==> src/rtl/alu_seq.sv <==
`default_nettype none
// ============================================================================
//  Module      : alu_seq
//  Description : Registered WIDTH-bit ALU with valid/ready handshakes, a
//                multi-cycle shift-add multiplier, an accumulator operand
//                mode and {N,V,Z,C} status flags.
//  Revision    : 1.0  initial release
// ============================================================================
module alu_seq #(
  parameter int WIDTH = 4,
  parameter int SHW   = $clog2(WIDTH)
) (
  input  logic             clk,
  input  logic             rst,
  input  logic             in_valid,
  output logic             in_ready,
  input  logic [WIDTH-1:0] A,
  input  logic [WIDTH-1:0] B,
  input  logic [2:0]       opcode,
  input  logic             acc_en,
  input  logic             acc_clr,
  output logic             out_valid,
  input  logic             out_ready,
  output logic [WIDTH-1:0] res,
  output logic [3:0]       flag
);

  localparam logic [1:0] S_IDLE = 2'd0;
  localparam logic [1:0] S_MUL  = 2'd1;
  localparam logic [1:0] S_DONE = 2'd2;

  localparam logic [2:0] OP_ADD = 3'b000;
  localparam logic [2:0] OP_SUB = 3'b001;
  localparam logic [2:0] OP_AND = 3'b010;
  localparam logic [2:0] OP_OR  = 3'b011;
  localparam logic [2:0] OP_XOR = 3'b100;
  localparam logic [2:0] OP_NOT = 3'b101;
  localparam logic [2:0] OP_SHL = 3'b110;
  localparam logic [2:0] OP_MUL = 3'b111;

  // Iteration counter only needs to reach WIDTH-1
  localparam int CW = (WIDTH > 2) ? $clog2(WIDTH) : 1;

  logic [1:0]         r_state;
  logic [1:0]         w_state_nxt;
  logic               w_accept;
  logic               w_mul_last;

  logic [WIDTH-1:0]   r_acc;
  logic [WIDTH-1:0]   w_opa;
  logic [WIDTH:0]     w_add;
  logic [WIDTH:0]     w_sub;
  logic [WIDTH:0]     w_shl;
  logic [WIDTH-1:0]   w_alu_res;
  logic               w_alu_c;
  logic               w_alu_v;
  logic [3:0]         w_alu_flag;

  logic [2*WIDTH-1:0] r_mcand;
  logic [2*WIDTH-1:0] r_prod;
  logic [2*WIDTH-1:0] w_prod_nxt;
  logic [WIDTH-1:0]   r_mplier;
  logic [CW-1:0]      r_cnt;
  logic [WIDTH-1:0]   w_mul_res;
  logic [3:0]         w_mul_flag;

  assign w_accept   = in_valid && (r_state == S_IDLE);
  assign w_mul_last = (r_state == S_MUL) && (r_cnt == CW'(WIDTH - 1));

  // State register
  always_ff @(posedge clk or posedge rst) begin
    if (rst) begin
      r_state <= S_IDLE;
    end else begin
      r_state <= w_state_nxt;
    end
  end

  // Next-state logic
  always_comb begin
    w_state_nxt = r_state;
    case (r_state)
      S_IDLE: begin
        if (w_accept) begin
          w_state_nxt = (opcode == OP_MUL) ? S_MUL : S_DONE;
        end
      end
      S_MUL: begin
        if (w_mul_last) begin
          w_state_nxt = S_DONE;
        end
      end
      S_DONE: begin
        if (out_ready) begin
          w_state_nxt = S_IDLE;
        end
      end
      default: w_state_nxt = S_IDLE;
    endcase
  end

  // Handshake outputs decoded from state
  always_comb begin
    in_ready  = (r_state == S_IDLE);
    out_valid = (r_state == S_DONE);
  end

  // Single-cycle ALU on the accepted operands; acc_clr with acc_en forces A=0
  always_comb begin
    w_opa     = acc_en ? (acc_clr ? '0 : r_acc) : A;
    w_add     = {1'b0, w_opa} + {1'b0, B};
    w_sub     = {1'b0, w_opa} + {1'b0, ~B} + (WIDTH+1)'(1);
    // Extra top bit catches the last bit shifted out (0 for a zero shift)
    w_shl     = {1'b0, w_opa} << B[SHW-1:0];
    w_alu_res = '0;
    w_alu_c   = 1'b0;
    w_alu_v   = 1'b0;
    case (opcode)
      OP_ADD: begin
        w_alu_res = w_add[WIDTH-1:0];
        w_alu_c   = w_add[WIDTH];
        w_alu_v   = (w_opa[WIDTH-1] == B[WIDTH-1]) &&
                    (w_add[WIDTH-1] != w_opa[WIDTH-1]);
      end
      OP_SUB: begin
        w_alu_res = w_sub[WIDTH-1:0];
        w_alu_c   = w_sub[WIDTH];
        w_alu_v   = (w_opa[WIDTH-1] != B[WIDTH-1]) &&
                    (w_sub[WIDTH-1] != w_opa[WIDTH-1]);
      end
      OP_AND:  w_alu_res = w_opa & B;
      OP_OR:   w_alu_res = w_opa | B;
      OP_XOR:  w_alu_res = w_opa ^ B;
      OP_NOT:  w_alu_res = ~w_opa;
      OP_SHL: begin
        w_alu_res = w_shl[WIDTH-1:0];
        w_alu_c   = w_shl[WIDTH];
      end
      default: w_alu_res = '0;
    endcase
    w_alu_flag = {w_alu_res[WIDTH-1], w_alu_v, (w_alu_res == '0), w_alu_c};
  end

  // Shift-add step: add the shifted multiplicand when the multiplier LSB is set
  always_comb begin
    w_prod_nxt = r_prod + (r_mplier[0] ? r_mcand : '0);
    w_mul_res  = w_prod_nxt[WIDTH-1:0];
    w_mul_flag = {w_mul_res[WIDTH-1], 1'b0, (w_mul_res == '0),
                  |w_prod_nxt[2*WIDTH-1:WIDTH]};
  end

  // Datapath registers: result, flags, accumulator and multiplier state
  always_ff @(posedge clk or posedge rst) begin
    if (rst) begin
      res      <= '0;
      flag     <= '0;
      r_acc    <= '0;
      r_mcand  <= '0;
      r_prod   <= '0;
      r_mplier <= '0;
      r_cnt    <= '0;
    end else begin
      case (r_state)
        S_IDLE: begin
          if (acc_clr) begin
            r_acc <= '0;
          end
          if (w_accept) begin
            if (opcode == OP_MUL) begin
              r_mcand  <= {{WIDTH{1'b0}}, w_opa};
              r_mplier <= B;
              r_prod   <= '0;
              r_cnt    <= '0;
            end else begin
              res   <= w_alu_res;
              flag  <= w_alu_flag;
              r_acc <= w_alu_res;
            end
          end
        end
        S_MUL: begin
          r_prod   <= w_prod_nxt;
          r_mcand  <= r_mcand << 1;
          r_mplier <= r_mplier >> 1;
          r_cnt    <= r_cnt + CW'(1);
          if (w_mul_last) begin
            res   <= w_mul_res;
            flag  <= w_mul_flag;
            r_acc <= w_mul_res;
          end
        end
        default: ;
      endcase
    end
  end

endmodule
`default_nettype wire

==> config.mk <==
export PLATFORM = sky130hd
export DESIGN_NAME = alu_seq
export DESIGN_NICKNAME = d
export VERILOG_FILES = /design/src/rtl/alu_seq.sv
export SDC_FILE = /design/constraint.sdc
export NUM_CORES = 1
export LEC_CHECK = 0
export ABC_AREA = 1
export CAP_MARGIN = 10
export CORE_MARGIN = 1.5
export CORE_UTILIZATION = 60
export CTS_BUF_LIST = sky130_fd_sc_hd__clkbuf_16
export DETAILED_ROUTE_END_ITERATION = 7
export DONT_BUFFER_PORTS = 1
export PLACE_DENSITY_LB_ADDON = 0.1
export SLEW_MARGIN = 20
export SYNTH_ARGS = -nofsm -noshare
export SYNTH_HDL_FRONTEND = slang
export SYNTH_SLANG_ARGS = --single-unit
==> constraint.sdc <==
create_clock -name clk -period 3.2 [get_ports clk]
set_input_delay 0.32 -clock clk [delete_from_list [all_inputs] [get_ports clk]]
set_output_delay 0.32 -clock clk [all_outputs]
set_load 0.03 [all_outputs]
; ---- Word-level counts from Yosys, hierarchy flattened
; Cells that the tools add are included.
[word_totals]
ff_bits = 36
output_inout_bits = 10
wordCells = 86
[classes]
addsub = 5
n_eq_ne = 19
n_shift = 1
n_mux = 34
bitwise = 5
n_reduce_logical = 14
[ops]
columns = operator, count
row1 = 4-bit two-way mux, 12
row2 = 8-bit two-way mux, 5
row3 = 4-bit case mux with 2 select lines, 4
row4 = 8-bit case mux with 2 select lines, 2
row5 = 4-bit case mux with 7 select lines, 1
row6 = "3-bit equality test, second input constant", 4
row7 = 2-bit two-way mux, 6
row8 = 4-bit by 4-bit adder with 5-bit output, 2
row9 = 8-bit adder, 1
row10 = 4-bit zero test, 2
row11 = 4-bit NOT, 2
row12 = "3-bit by 2-bit equality test with 1-bit output, second input constant", 2
row13 = "2-bit by 1-bit inequality test with 1-bit output, second input constant", 3
row14 = 2-bit case mux with 3 select lines, 1
row15 = 3-bit AND reduction, 2
row16 = "5-bit by 1-bit adder with 5-bit output, second input constant", 1
row17 = 4-bit by 2-bit << shifter with 5-bit output, 1
row18 = 4-bit bitwise AND, 1
row19 = "2-bit equality test, second input constant", 2
row20 = 1-bit logical AND, 4
row21 = "2-bit inequality test, second input constant", 2
row22 = 4-bit OR, 1
row23 = 2-bit case mux with 2 select lines, 1
row24 = 4-bit AND reduction, 1
row25 = 13 further kinds, 15

; ---- Logic depth before layout (Yosys ltp)
; Gate-level depths: netlist of run 1.
[depth]
depth_word = 10
ltp_mapped = 16

; ---- Worst setup path after synthesis of run 1
; No wires, ideal clock.
[synth_timing]
kind = flip-flop to flip-flop
from = register r_mplier[0]
to = register flag[0]
t_arrival_ns = 1.872
path_slack_ns = 1.211
stages_incl_launch_ff = 15
path_buffers = 1
period_less_slack_ns = 1.989
path_cell_list = dfrtp_1 clkbuf_1 nand2_1 inv_1 ha_1 fa_1 inv_1 nor2_1 nor2_1 xor2_1 nand3_1 nand2_1 nand3_1 nand2_1 nand2_1
[synth_between]
elab_chain_len = 5
[synth_lines]
columns = element, line
row1 = from (decl), 62  ; logic [WIDTH-1:0] r_mplier;
row2 = from (signal assigned), 184  ; r_mplier <= r_mplier >> 1;
row3 = 8-bit two-way mux, 146  ; w_prod_nxt = r_prod + (r_mplier[0] ? r_mcand : '0);
row4 = 8-bit adder, 146
row5 = 4-bit OR reduction, 149  ; |w_prod_nxt[2*WIDTH-1:WIDTH]};
row6 = 4-bit two-way mux, 186  ; if (w_mul_last) begin
row7 = 4-bit case mux with 2 select lines, 163  ; case (r_state)
row8 = to (signal assigned), 176  ; flag <= w_alu_flag;
row9 = to (signal assigned), 188  ; flag <= w_mul_flag;
row10 = to (decl), 25  ; output logic [3:0] flag
; Every way passes these cells. The select of a mux whose other input is x is not followed.
; A chain may end at the register's enable or synchronous reset.

; ---- Worst setup path after layout of run 1
[layout_timing]
from = register r_acc[0]
to = register flag[1]
[layout_between]
elab_chain_len = 9
elab_cells_between_ends = 15
cone_classes = 3 x add/sub / 1 x shift / 6 x mux / 4 x bitwise / 1 x reduce/logical
[layout_lines]
columns = element, line
row1 = from (decl), 49  ; logic [WIDTH-1:0] r_acc;
row2 = from (signal assigned), 177  ; r_acc <= w_alu_res;
row3 = from (signal assigned), 189  ; r_acc <= w_mul_res;
row4 = 4-bit two-way mux (*) (2 in a row), 110  ; w_opa = acc_en ? (acc_clr ? '0 : r_acc) : A;
row5 = 4-bit by 4-bit adder with 5-bit output, 112  ; w_sub = {1'b0, w_opa} + {1'b0, ~B} + (WIDTH+1)'(1);
row6 = 5-bit by 1-bit adder with 5-bit output, 112
row7 = 4-bit case mux with 7 select lines (*), 118  ; case (opcode)
row8 = 4-bit zero test (*), 141  ; w_alu_flag = {w_alu_res[WIDTH-1], w_alu_v, (w_alu_res == '0), w_alu_c};
row9 = 4-bit two-way mux (*), 169  ; if (opcode == OP_MUL) begin
row10 = 4-bit two-way mux (*), 168  ; if (w_accept) begin
row11 = 4-bit case mux with 2 select lines (*), 163
; Mark *: on every way between the ends. The rest lies on a longest branch, timed or not. The select of a mux whose other input is x is not followed.

==> flow_summary.json, run 1 <==
{
  "path_buf_inv": 1,
  "p_comb_share_pct": 40.3,
  "p_leak_uw": 0.00169,
  "start_util_pct": 63.9,
  "antenna_found_initial": 0,
  "postCtsHoldBufs": 0,
  "post_drt_wl_per_cell_um": 16.0,
  "fin_crit_ps": 2220,
  "ys_ff_latch": 35,
  "ioPinCount": 27,
  "crit_path_end_kind": "flip-flop",
  "synth-simple-area-share_pct": 34.3,
  "post_cts_resized": 0,
  "grt_pass1_vias": 2535,
  "synth_fa_ha_area_share_pct": 11.7,
  "cts_tree": "built",
  "ir_drop_v": 0.000590,
  "cts_root_buffer": "clkbuf_16",
  "worstSetupPathType": "flip-flop to flip-flop",
  "rrSetupSlack_ps": 980,
  "coreArea_um2": 4470,
  "critical-path-max-stage-delay_ps": 420,
  "rows": 24,
  "slew_violations": 0,
  "cts_sinks": 35,
  "gp_congestion": 0.978,
  "synth_top_family_by_area": "simple AND/OR/NAND/NOR gates",
  "cts_inserted_buffers": 5,
  "finalHoldViolCount": 25,
  "ant_nets": 0,
  "worstMarginPinSlew_ps": 611,
  "synth_compound_area_share_pct": 12.4,
  "switching_share_pct": 43.3,
  "synth_most_common_cell": "nand2_1",
  "synthMuxAreaShare_pct": 0,
  "post-route-period-util_pct": 69.5,
  "clock.fmax_mhz": 450,
  "post-dp-hpwl_um": 5550,
  "cp-start-kind": "flip-flop",
  "netlist_instances": 406,
  "layout_setup_ws_ps": 978,
  "slowest_stage": "fa_1",
  "critical_path_required_ps": 3410,
  "synth_top_cell_by_area": "dfrtp_1",
  "violations": "negative hold slack",
  "setup_viol": 0,
  "hp-class": "input port to asynchronous set/reset pin",
  "ys_async_sr_fraction_pct": 100,
  "power.density_nw_per_um2": 825,
  "pwr-share-seq_pct": 34.2,
  "syn_nets": 448,
  "cts_buffer_depth": 2,
  "cts-htree-levels": 2,
  "overflow": 0,
  "grt_pass1_wl_um": 12400,
  "rsz0062_at_grt": "false",
  "internal_power_uw": 1440,
  "rr_worst_depth": 14,
  "dr.pass1.iters": 5,
  "skew_ps": 5.93,
  "slew_headroom_pct": 59.1,
  "cp_cell_sequence": "nand3_1 -> nand2_1 -> inv_1 -> ha_1 -> fa_1 -> nand2_1 -> nand2_1 -> nand2_1 -> nand3_1 -> nor2_1 -> nand2_1 -> nor2_1 -> nand3_1 -> a21oi_1",
  "synthFlopType": "dfrtp_1",
  "syn_avg_cell_area_um2": 7.04,
  "synth_top_area_share_pct": 30.6,
  "wirelength_um": 7350,
  "cp_max_fo": 4,
  "drc_errors": 0,
  "yosys_warnings": 0,
  "grt_max_degree": 27,
  "post_cts_buffers": 0,
  "hold_slack_ps": -30.0,
  "max_cap_violations": 0,
  "dr.first_iter.drc_count": 183,
  "synth_xor_area_share_pct": 1.53,
  "diodes": 0,
  "syn_area_um2": 2860,
  "r2r_start": "r_acc[0]",
  "p_clk_share_pct": 25.5,
  "clk_latency_ps": 290,
  "reg2reg_to": "flag[1]",
  "layout-drive-gt1-share_pct": 9.34,
  "port_buffers": 0,
  "switching_power_uw": 1100,
  "status": "finished, violations left",
  "via_count": 2669,
  "yosysSeqAreaShare_pct": 30.6,
  "syn_to_final_growth_pct": 7.31,
  "ys_types": 42,
  "die_w_um": 72.0,
  "arrival_ps": 2430,
  "cts.clk_slew.worst_paths_ps": 60,
  "grt.total_usage_pct": 30.9,
  "via_per_inst": 5.81,
  "setup_tns_ps": 0,
  "synth_area_leaders": "dfrtp_1 31%, nand2_1 16%, ha_1 9.6%, nand3_1 6.7%, inv_1 6.0%",
  "path_common_cell": "nand2_1",
  "crit_family": "simple AND/OR/NAND/NOR gates",
  "synth_common_cells": "119 x nand2_1, 46 x inv_1, 38 x nand3_1",
  "dp_slack_ps": 962,
  "die_y_um": 72.0,
  "synth_edf_count": 0,
  "fin_nets": 448,
  "dieArea_um2": 5190
}
## logic make-up after synthesis
| group | Yosys count |
|---|---|
| XOR/XNOR | 5 |
| adder cells (fa/ha/maj) | 25 |
| buffers and inverters | 64 |
| AO/OA/AOI/OAI | 58 |
| flip-flops | 35 |
| AND/OR/NAND/NOR | 219 |
## placed cells by master, fill, tap and decap left out, types with 4 or more instances in the layout
| master | count |
|---|---|
| nand2_1 | 119 |
| dfrtp_1 | 35 |
| inv_2 | 11 |
| a21oi_1 | 22 |
| xor2_1 | 4 |
| o211ai_1 | 5 |
| o22ai_1 | 6 |
| clkbuf_16 | 5 |
| nor2_1 | 37 |
| nand3_1 | 38 |
| inv_1 | 45 |
| nand4_1 | 5 |
| o21ai_0 | 10 |
| ha_1 | 22 |
## per-stage QoR
| step | std cells | cell area (µm²) | power, µW | hold WS, ps | util (%) |
|---|---|---|---|---|---|
| detailed placement | 451 | 2870 | 1860 | 418 | 64.2 |
| global placement | 451 | 2870 | 1830 | 409 | 64.2 |
| floorplan | 406 | 2860 | 1650 | 406 | - |
| finish | 459 | 3070 | 2530 | -30.0 | 68.5 |
| global route | 459 | 3070 | 2720 | 19.5 | 68.5 |
| CTS | 459 | 3070 | 2510 | 122 | 68.5 |
## final cells by class
class | count | area (µm²)
timing repair buffer | 1 | 7.51
inverter | 56 | 210
clock inverter | 3 | 67.6
fill | 412 | 1410
clock buffer | 5 | 125
tap | 52 | 65.1
sequential | 35 | 876
multi-input combinational | 307 | 1720
## routing by layer
layer	track usage, %	part of all wire (%)	vias to the layer above
met5	0	0	-
met4	8.60	1.5	0
met3	4.86	4.0	11
met2	52.7	50	94
met1	41.0	44	1248
li1	-	-	1316
## registers in the layout (all words and copies together), names as in the netlist
signal	cells
flag	3
r_cnt	2
res	4
r_state	2
r_acc	4
r_mcand	8
r_mplier	4
r_prod	8
## worst max-delay path by stage
| stage | slack [ps] | cells past startpoint | startpoint | endpoint |
|---|---|---|---|---|
| final | 980 | 14 | r_acc[0] | flag[1] |
| after global routing | 730 | 13 | r_acc[1] | flag[1] |
| after CTS | 1020 | 13 | r_acc[1] | flag[1] |
| after detailed placement | 960 | 15 | acc_clr | flag[1] |
| after global placement | 980 | 15 | acc_clr | flag[1] |
| after floorplan | 1210 | 14 | r_mplier[0] | flag[0] |
## power groups by stage
| stage | clock network, µW | logic [µW] | registers [µW] |
|---|---|---|---|
| after global placement | 0 | 970 | 862 |
| after CTS | 644 | 1010 | 861 |
| after global routing | 673 | 1160 | 887 |
| after detailed placement | 0 | 991 | 867 |
| final | 646 | 1020 | 865 |
| after floorplan | 0 | 856 | 797 |
(Power assumes the default switching activity.)
==> run 2, diff against run 1 <==
==> constraint.sdc (replaced) <==
create_clock -name clk -period 2.14 [get_ports clk]
set_input_delay 0.214 -clock clk [delete_from_list [all_inputs] [get_ports clk]]
set_output_delay 0.214 -clock clk [all_outputs]
set_load 0.03 [all_outputs]
==> run 2 against run 1 <==
Net effect:
- the run now ends clean
- sequential cell count unchanged
- register-to-register slack got worse by 890 ps
- global-route usage decreased by 0.76 points
- setup slack got worse by 890 ps
- critical path type unchanged
- highest routed layer unchanged
==> flow_summary.json, run 2 (same netlist as run 1, synthesis figures left out) <==
{
  "coreArea_um2": 4470,
  "power.density_nw_per_um2": 1120,
  "dp_slack_ps": -3.70,
  "worstSetupPathType": "flip-flop to flip-flop",
  "p_clk_share_pct": 18.7,
  "utilization_pct": 70.4,
  "gp_congestion": 0.949,
  "final_cell_mix": "116 x nand2_1, 45 x inv_1, 35 x nand3_1, 35 x nor2_1, 35 x dfrtp_1",
  "cts.clk_slew.worst_paths_ps": 50,
  "dieArea_um2": 5190,
  "setup_viol": 0,
  "fin_nets": 460,
  "post_drt_wl_per_cell_um": 15.2,
  "diodes": 0,
  "wirelength_um": 7110,
  "clk_latency_ps": 280,
  "dr.pass1.iters": 4,
  "slew_violations": 0,
  "layout-drive-gt1-share_pct": 14.9,
  "grt_pass1_wl_um": 12300,
  "cts_inserted_buffers": 5,
  "finalHoldViolCount": 0,
  "grt_pass1_vias": 2731,
  "hold_slack_ps": 20.9,
  "start_util_pct": 63.9,
  "drc_errors": 0,
  "final_cell_count_no_fill": 469,
  "cts_root_buffer": "clkbuf_16",
  "die_w_um": 72.0,
  "cts_buffer_depth": 2,
  "die_y_um": 72.0,
  "cts_sinks": 35,
  "grt_max_degree": 36,
  "dr.first_iter.drc_count": 137,
  "final_common_cell": "nand2_1",
  "ant_nets": 0,
  "syn_to_final_growth_pct": 10.3,
  "slew_headroom_pct": 60.3,
  "antenna_found_initial": 0,
  "internal_power_uw": 1960,
  "skew_ps": 4.49,
  "final_area_um2": 3150,
  "rrSetupSlack_ps": 90,
  "rr_worst_depth": 11,
  "reg2reg_to": "flag[1]",
  "port_buffers": 0,
  "switching_power_uw": 1580,
  "via_per_inst": 5.74,
  "status": "finished clean",
  "cp-start-kind": "flip-flop",
  "r2r_start": "r_acc[0]",
  "rows": 24,
  "rsz0062_at_grt": "false",
  "layout_setup_ws_ps": 85.7,
  "cts-htree-levels": 2,
  "p_leak_uw": 0.00173,
  "ioPinCount": 27,
  "p_comb_share_pct": 45.3,
  "fillCellCount": 403,
  "crit_path_end_kind": "flip-flop",
  "post-route-period-util_pct": 96.0,
  "cts_tree": "built",
  "cp_max_fo": 3,
  "grt.total_usage_pct": 30.2,
  "via_count": 2692,
  "pwr-share-seq_pct": 36.0,
  "top_regs": "r_mcand (8), r_prod (8)",
  "clock.fmax_mhz": 487,
  "overflow": 0,
  "arrival_ps": 2260,
  "switching_share_pct": 44.5,
  "crit_start": "r_acc[0]",
  "worstMarginPinSlew_ps": 595,
  "cp-endpoint": "flag[1]",
  "post-dp-hpwl_um": 5440,
  "post_dp_cell_area_um2": 2940,
  "hp-class": "input port to flip-flop",
  "critical_path_required_ps": 2350,
  "fin_crit_ps": 2050,
  "max_cap_violations": 0,
  "dp.cells": 460,
  "ir_drop_v": 0.000699
}
==> run 2: how the worst min path moves through the flow <==
stage	startpoint	end	slack (ps)	cells after the start
after global routing	out_ready	r_state[1]	40	1
after CTS	out_ready	r_state[1]	20	1
after floorplan	out_ready	r_state[1]	300	1
after detailed placement	rst	r_cnt[1]	240	2
final	out_ready	r_state[1]	20	1
after global placement	rst	r_cnt[1]	240	2
==> run 2: routing by layer <==
metal  up-vias  part of all wire [%]  routed length [µm]  GRT usage (%)
li1       1340                     -                   -              -
met1      1270                    45                3200           38.1
met2        65                    48                3400           51.6
met3        17                   4.5                 323           5.69
met4         0                   2.6                 187           10.9
met5         -                     0                   0              0
==> run 2: critical path, stage by stage (launching register included) <==
cell and delay [ps]:
dfrtp_1 350, nand3_2 90, nand2_2 110, inv_2 50, ha_2 180, fa_2 510
nor3_1 50, nor2_1 150, nand3_2 140, nor2_2 140, nand3_1 90, a21oi_1 120
==> run 2: cell type report <==
cell class,instances,area (µm²),area share [%]
timing repair buffer,13,100,3.18
clock buffer,5,125,3.97
sequential,35,876,27.8
clock inverter,1,3.75,0.119
tap,52,65.1,2.06
multi-input combinational,307,1770,56.2
inverter,56,210,6.67
==> run 2: per-stage QoR <==
| stage | TNS, ps | total power (µW) |
|---|---|---|
| 2_1_floorplan | 0 | 2470 |
| 3_3_place_gp | 0 | 2780 |
| 3_5_place_dp | -3.70 | 2820 |
| 4_1_cts | 0 | 3490 |
| 5_1_grt | 0 | 3820 |
| 6_report | 0 | 3540 |
==> run 2: power by group through the flow <==
stage                     Combinational (µW)  Clock [µW]  Sequential, µW
after global placement                  1510           0            1270
after floorplan                         1280           0            1190
after global routing                    1830         690            1310
after detailed placement                1540           0            1280
after CTS                               1550         667            1270
final                                   1610         661            1280
==> run 2: what timing repair did <==
action,in CTS,in global routing
setup buffers,0,2
hold buffers,1,0
endpoints found under the hold margin,35,0
pin swaps,1,4
resized for setup,1,17
endpoints found under the setup margin,1,7
gates cloned,0,0
==> run 3, diff against run 2 <==
--- a/config.mk
+++ b/config.mk
@@ -13,6 +13,7 @@
 export DETAILED_ROUTE_END_ITERATION = 7
 export DONT_BUFFER_PORTS = 1
 export PLACE_DENSITY_LB_ADDON = 0.1
+export SKIP_CTS_REPAIR_TIMING = 1
 export SLEW_MARGIN = 20
 export SYNTH_ARGS = -nofsm -noshare
 export SYNTH_HDL_FRONTEND = slang
==> run 3 against run 2 <==
Net effect:
- non-clock buffer count stayed put
- hold slack hardly changed
- clock skew rose by 0.52 ps
- via count about the same
- first-iteration DRC count grew 2.9%
- core utilization unchanged
- routed wire length grew 0.13%
- combinational power about the same
- design area unchanged
- critical endpoint unchanged
- largest power group unchanged
==> flow_summary.json, run 3 (same netlist as run 1, synthesis figures left out) <==
{
  "diodes": 0,
  "cts_tree": "built",
  "via_per_inst": 5.74,
  "power.density_nw_per_um2": 1120,
  "status": "finished clean",
  "fin_crit_ps": 2070,
  "die_w_um": 72.0,
  "via_count": 2693,
  "critical-path-max-stage-delay_ps": 510,
  "p_leak_uw": 0.00173,
  "r2r_start": "r_acc[0]",
  "finalHoldViolCount": 0,
  "coreArea_um2": 4470,
  "cts.clk_slew.worst_paths_ps": 50,
  "slew_headroom_pct": 58.2,
  "worstMarginPinSlew_ps": 626,
  "rows": 24,
  "rsz0062_at_grt": "false",
  "port_buffers": 0,
  "layout_setup_ws_ps": 71.8,
  "post_dp_cell_area_um2": 2940,
  "top_regs": "r_mcand (8), r_prod (8)",
  "cts_sinks": 35,
  "slowest_stage": "fa_2",
  "antenna_found_initial": 0,
  "grt_pass1_vias": 2731,
  "dieArea_um2": 5190,
  "ir_drop_v": 0.000701,
  "final_common_cell": "nand2_1",
  "clk_latency_ps": 280,
  "cp_max_fo": 3,
  "cts_root_buffer": "clkbuf_16",
  "clock.fmax_mhz": 484,
  "grt_pass1_wl_um": 12300,
  "die_y_um": 72.0,
  "power_uw": 3540,
  "post-route-period-util_pct": 96.6,
  "setup_viol": 0,
  "grt.total_usage_pct": 30.2,
  "critical_path_required_ps": 2350,
  "worstSetupPathType": "flip-flop to flip-flop",
  "crit_family": "simple AND/OR/NAND/NOR gates",
  "cts-htree-levels": 2,
  "layout-drive-gt1-share_pct": 14.9,
  "drc_errors": 0,
  "dr.first_iter.drc_count": 141,
  "max_cap_violations": 0,
  "final_cell_count_no_fill": 469,
  "post-dp-hpwl_um": 5440,
  "cp-start-kind": "flip-flop",
  "wirelength_um": 7120,
  "overflow": 0,
  "arrival_ps": 2270,
  "hp-class": "input port to flip-flop",
  "skew_ps": 5.01,
  "ant_nets": 0,
  "cts_buffer_depth": 2,
  "syn_to_final_growth_pct": 10.3,
  "cp_cell_sequence": "nand3_2 -> nand2_2 -> inv_2 -> ha_2 -> fa_2 -> nor3_1 -> nor2_1 -> nand3_2 -> nor2_2 -> nand3_1 -> a21oi_1",
  "fin_nets": 460,
  "crit_start": "r_acc[0]",
  "cts_inserted_buffers": 5,
  "final_area_um2": 3150,
  "ioPinCount": 27,
  "path_common_cell": "nand3_2",
  "path_buf_inv": 1,
  "start_util_pct": 63.9,
  "fillCellCount": 403,
  "final_cell_mix": "116 x nand2_1, 45 x inv_1, 35 x nand3_1, 35 x nor2_1, 35 x dfrtp_1",
  "slew_violations": 0,
  "dp.cells": 460,
  "min_from": "out_ready",
  "gp_congestion": 0.949,
  "crit_path_end_kind": "flip-flop",
  "grt_max_degree": 36,
  "post_drt_wl_per_cell_um": 15.2,
  "dp_slack_ps": -3.70,
  "hold_slack_ps": 21.4,
  "dr.pass1.iters": 4
}
==> run 3: cell counts in the layout (fill, tap and decap cells not counted) <==
No cell type changed its count.
==> run 3: worst reg2reg max path, stage by stage (launching register included) <==
cell     delay [ps]
dfrtp_1         350
nand3_2          90
nand2_2         110
inv_2            50
ha_2            180
fa_2            510
nor3_1           50
nor2_1          170
nand3_2         140
nor2_2          130
nand3_1          90
a21oi_1         130
==> run 3: report_power, final <==
| group | internal [µW] | total, µW | switching (µW) |
|---|---|---|---|
| Combinational | 609 | 1610 | 998 |
| Sequential | 942 | 1280 | 333 |
| Clock | 413 | 661 | 248 |
| Total | 1960 | 3540 | 1580 |
==> run 3: final cells by class <==
type | count | area [µm²] | area share [%]
Multi-Input combinational cell | 307 | 1770 | 56.2
Sequential cell | 35 | 876 | 27.8
Inverter | 56 | 210 | 6.67
Clock buffer | 5 | 125 | 3.97
Timing Repair Buffer | 13 | 100 | 3.18
Tap cell | 52 | 65.1 | 2.06
Clock inverter | 1 | 3.75 | 0.119
==> run 3: layer usage <==
layer / part of all wire (%) / track usage (%)
met1: 45 / 38.1
met2: 48 / 51.6
met3: 4.6 / 5.69
met4: 2.6 / 10.9
met5: 0 / 0
==> run 3: worst paths after layout <==
path / depth (start not counted) / slack, ps / end
worst max-delay path: 11 / 70 / flag[1]
worst min-delay path: 1 / 20 / r_state[1]
worst max register to register: 11 / 70 / flag[1]
worst min register to register: 1 / 470 / r_cnt[0]
max in group asynchronous: 3 / 1330 / r_prod[1]
min in group asynchronous: 3 / 490 / r_cnt[1]
==> run 3: per-stage QoR <==
stage	util, %	setup TNS (ps)
3_5_place_dp	65.7	-3.70
6_report	70.4	0
5_1_grt	70.4	0
2_1_floorplan	-	0
4_1_cts	68.6	-34.1
3_3_place_gp	65.7	0
